**config.mk**
```make
export PLATFORM = sky130hd
export DESIGN_NAME = fetch_frontend
export DESIGN_NICKNAME = d
export VERILOG_FILES = /design/src/rtl/fetch_frontend.sv
export SDC_FILE = /design/constraint.sdc
export NUM_CORES = 1
export LEC_CHECK = 0
export CAP_MARGIN = 20
export CORE_MARGIN = 2
export CORE_UTILIZATION = 45
export CTS_CLUSTER_SIZE = 14
export DETAILED_ROUTE_END_ITERATION = 8
export GPL_TIMING_DRIVEN = 0
export HOLD_SLACK_MARGIN = 0.05
export PLACE_DENSITY = 0.77
export SLEW_MARGIN = 20
export SYNTH_ARGS = -nofsm -noshare
export SYNTH_HDL_FRONTEND = slang
export SYNTH_SLANG_ARGS = --single-unit
```
**constraint.sdc**
```tcl
create_clock -name clk -period 20.7 [get_ports clk]
set_clock_uncertainty 0.1 [all_clocks]
set_input_delay 5.175 -clock clk [delete_from_list [all_inputs] [get_ports clk]]
set_output_delay 5.175 -clock clk [all_outputs]
set_load 0.02 [all_outputs]
```
**src/rtl/fetch_frontend.sv**
```systemverilog
// rtl/fetch_frontend.sv - instruction fetch front end: credit-checked issue, fixed-latency return, in-order buffer
module fetch_frontend #(
  parameter int          MEM_LAT  = 1,
  parameter int          DEPTH    = 4,
  parameter logic [31:0] RESET_PC = 32'h0
) (
  input  logic        clk,
  input  logic        rst,
  input  logic        halt,
  input  logic        flush,
  input  logic [31:0] redirect_pc,
  output logic        mem_req,
  output logic [31:0] mem_addr,
  input  logic [31:0] mem_rdata,
  output logic        out_valid,
  input  logic        out_ready,
  output logic [31:0] out_instr,
  output logic [31:0] out_pc
);

  localparam int PW = (DEPTH > 1) ? $clog2(DEPTH) : 1;
  localparam int CW = $clog2(DEPTH) + 1;

  logic [31:0]        pc_q;
  logic [MEM_LAT-1:0] fl_valid;
  logic [31:0]        fl_pc [MEM_LAT];
  logic [31:0]        buf_instr [DEPTH];
  logic [31:0]        buf_pc [DEPTH];
  logic [PW-1:0]      rptr;
  logic [PW-1:0]      wptr;
  logic [CW-1:0]      count;
  logic [31:0]        used;
  logic               ret;
  logic               pop;

  // Credits consumed = buffered entries plus requests still in the memory pipe.
  always_comb begin
    used = 32'(count);
    for (int i = 0; i < MEM_LAT; i++) begin
      used = used + 32'(fl_valid[i]);
    end
  end

  assign mem_req   = !rst && !halt && !flush && (used < 32'(DEPTH));
  assign mem_addr  = pc_q;
  assign ret       = fl_valid[MEM_LAT-1];
  assign out_valid = (count != '0);
  assign pop       = out_valid && out_ready && !flush;
  assign out_instr = buf_instr[rptr];
  assign out_pc    = buf_pc[rptr];

  always_ff @(posedge clk) begin
    fl_pc[0] <= pc_q;
    for (int i = 1; i < MEM_LAT; i++) begin
      fl_pc[i] <= fl_pc[i-1];
    end
  end

  always_ff @(posedge clk) begin
    if (rst) begin
      pc_q     <= RESET_PC;
      fl_valid <= '0;
      rptr     <= '0;
      wptr     <= '0;
      count    <= '0;
      for (int i = 0; i < DEPTH; i++) begin
        buf_instr[i] <= 32'h0;
        buf_pc[i]    <= 32'h0;
      end
    end else if (flush) begin
      pc_q     <= redirect_pc;
      fl_valid <= '0;
      rptr     <= '0;
      wptr     <= '0;
      count    <= '0;
    end else begin
      if (mem_req) begin
        pc_q <= pc_q + 32'd4;
      end
      fl_valid[0] <= mem_req;
      for (int i = 1; i < MEM_LAT; i++) begin
        fl_valid[i] <= fl_valid[i-1];
      end
      if (ret) begin
        buf_instr[wptr] <= mem_rdata;
        buf_pc[wptr]    <= fl_pc[MEM_LAT-1];
        wptr            <= wptr + PW'(1);
      end
      if (pop) begin
        rptr <= rptr + PW'(1);
      end
      case ({ret, pop})
        2'b10:   count <= count + CW'(1);
        2'b01:   count <= count - CW'(1);
        default: count <= count;
      endcase
    end
  end

endmodule

```
==> impl_metrics.csv <==
group,metric,value,unit
die,top_level_ports,167,
grt,grt_pass1_wl,48540,µm
routing,post_drt_wl_per_cell,19.35,µm
routing,drc_errors,0,
worst_hold_path,min-delay-path-class,"flip-flop to flip-flop",
layout,nFillCells,2346,
placement,place_hpwl,20920,µm
worst_setup_path,cp.arrival,7.26,ns
placement,io_buffers,165,
clock_network,clk_latency,0.52,ns
yosys,netlist_area,13690,µm²
layout,area_growth,25.25,%
sta,fin_crit_sh,60.57,%
grt,grt_usage,20.16,%
placement,placed_cells_incl_taps,1575,
sta,hold_violations,0,
power,ir_worst_vdd,64.97,µV
power,powerDensity,84.42,nW/µm²
yosys,synth-edff-count,256,
clock_network,cts_made_buffers,34,
worst_setup_path,slowest_delay,0.66,ns
sta,setup-violations-final,0,
yosys,synth.avg_cell_area,13.58,µm²
grt,first_global_vias,9020,
layout,post-route-util,57.53,%
layout,final_cell_mix,"edfxtp_1 (256), clkdlybuf4s50_1 (165), nor2_1 (152), nand2_1 (96), inv_1 (75)",
die,die-area,31820,µm²
yosys,synthCells,1008,
worst_setup_path,critPathTopFamily,"buffers and inverters",
worst_setup_path,crit_buf_inv,3,
die,rows,63,
worst_setup_path,slowest_stage,"a311oi_2",
run,maxCapViolations,0,
routing,firstDrtPassIters,5,
die,fp.dieW,178.4,µm
grt,grt_max_degree,48,
clock_network,cts_tree,"yes",
sta,fmax,79.76,MHz
worst_setup_path,critPathKind,"input port to output port",
grt,antenna_found_initial,0,
yosys,synth_seq_cells,330,
clock_network,h-tree-depth,2,
routing,viasPerCell,5.381,
yosys,seq_area_frac_synth,67.00,%
sta,setup-tns-final,0,ns
clock_network,post_cts_buffers,0,
yosys,synth_nets,1080,
yosys,synth-main-ff-cell,"edfxtp_1",
routing,ant_nets,0,
clock_network,clkTransAtPathRegs,0.06,ns
layout,final_cells,1637,
clock_network,cts_hold_buf,0,
status,run_status,"complete, no violations",
clock_network,cts-resized-gates,0,
yosys,synthDistinctLibCells,52,
worst_setup_path,end_kind,"output port",
sta,rsz0062_at_grt,"no",
sta,min_period,12.54,ns
placement,gp_congestion,0.9004,
sta,relSlewSlack,38.67,%
clock_network,cts-root-buf,"clkbuf_16",
sta,worst_pin_slew,0.9199,ns
layout,final_common_cell,"edfxtp_1",
layout,multi_input_area,4045,µm²
routing,drt_iter0_drc,612,
worst_setup_path,cp_max_fo,8,
worst_setup_path,path_common_cell,"clkdlybuf4s50_1",
layout,insertedDiodeCount,0,
die,core,29800,µm²
layout,fin_nets,1293,
routing,vias,8808,
power,leakagePower,6.225,nW
worst_setup_path,path_cells,"clkdlybuf4s50_1, a311oi_2, nand2_1, inv_1, clkdlybuf4s50_1",
die,die_h,178.4,µm
layout,ff_latch_area,9169,µm²
layout,drive_above_1_share,10.99,%
sta,final_max_slew_viol_count,0,
clock_network,cts_sinks,330,
grt,overflow,0,
die,start_util,45.93,%
worst_setup_path,crit_required,15.43,ns
yosys,ys_warn_count,0,
worst_setup_path,worstSetupStartpointType,"input port",
clock_network,cts_buffer_depth,3,
yosys,async_flop_share,0,%
routing,postRouteWirelength,31670,µm
[cells in the mapped netlist, drive strengths merged, types with 3 or more instances]
library cell | instances | share of area (%)
a211oi | 6 | 0.33
a21oi | 7 | 0.26
a311oi | 8 | 0.56
a31oi | 9 | 0.41
and2 | 66 | 3.0
and3 | 6 | 0.27
and4 | 4 | 0.26
buf | 19 | 0.54
clkbuf | 42 | 1.2
dfxtp | 74 | 11
edfxtp | 256 | 56
inv | 75 | 2.1
mux2i | 3 | 0.22
mux4 | 64 | 11
nand2 | 96 | 2.6
nand3 | 14 | 0.51
nand4 | 12 | 0.59
nor2 | 152 | 4.2
nor3 | 8 | 0.29
nor3b | 3 | 0.20
nor4 | 3 | 0.18
o211ai | 6 | 0.33
o21ai | 4 | 0.15
o311ai | 4 | 0.26
o31ai | 7 | 0.38
or2 | 5 | 0.23
or3 | 7 | 0.32
or3b | 3 | 0.19
or4 | 11 | 0.60
xnor2 | 5 | 0.32
xor2 | 7 | 0.45
[final cells by class]
class	count	area share, %
plain buffers	61	1.350
clock buffers	53	5.620
clock inverters	9	0.6642
inverters	75	1.642
multi-input cells	542	23.60
flip-flops and latches	330	53.49
well taps	390	2.847
repair buffers	177	10.79
[metrics by stage]
step	area (µm²)	worst slack, ns	hold WS [ns]	total power [mW]
4_1_cts	17140	8.198	0.2726	1.456
3_5_place_dp	16060	8.201	0.2640	0.8684
5_1_grt	17140	8.079	0.2793	1.488
2_1_floorplan	13690	9.450	0.3448	0.8113
3_3_place_gp	15830	5.404	0.2648	0.8652
6_report	17140	8.162	0.2724	1.447
[cells by family after synthesis]
logic type,Yosys count,synth area share [%]
DFF,330,67.00
and+or+nand+nor,397,13.91
xor gates and xnor gates,12,0.7680
adders and majority gates,3,0.3291
buffers and inverters,136,3.748
muxes,69,10.92
AOI/OAI and AO/OA,61,3.328
[routing by layer]
metal	global-route usage, %	vias up	part of all wire, %
met1	26.81	4313	42
li1	-	4085	-
met4	6.233	0	2.0
met3	3.261	50	6.7
met5	0	-	0
met2	34.11	360	49
[worst paths after layout]
| kind | to | depth (start not counted) | startpoint | slack, ns |
|---|---|---|---|---|
| hold / removal | fl_pc[0][1]$_DFF_P_ | 0 | mem_addr[1]$_SDFFE_PP0P_ | 0.27 |
| setup / recovery | mem_req | 5 | halt | 8.16 |
| setup reg to reg | buf_instr[0][22]$_SDFFCE_PN0P_ | 6 | fl_valid$_SDFF_PP0_ | 17.48 |
| hold reg to reg | fl_pc[0][1]$_DFF_P_ | 0 | mem_addr[1]$_SDFFE_PP0P_ | 0.27 |
[registers in the layout, summed over array words and instances (netlist names), named ones only]
name,flops
mem_addr,32
wptr,2
fl_valid,1
buf_pc,128
buf_instr,128
count,3
rptr,2
fl_pc,32
[where the power goes]
group / switching, mW / internal, mW / total (mW)
sequential: 0.0162 / 0.740 / 0.756
combinational: 0.0513 / 0.0467 / 0.0981
clock: 0.246 / 0.347 / 0.593
total: 0.313 / 1.13 / 1.45
No activity file was read; power rests on OpenSTA's default activity.
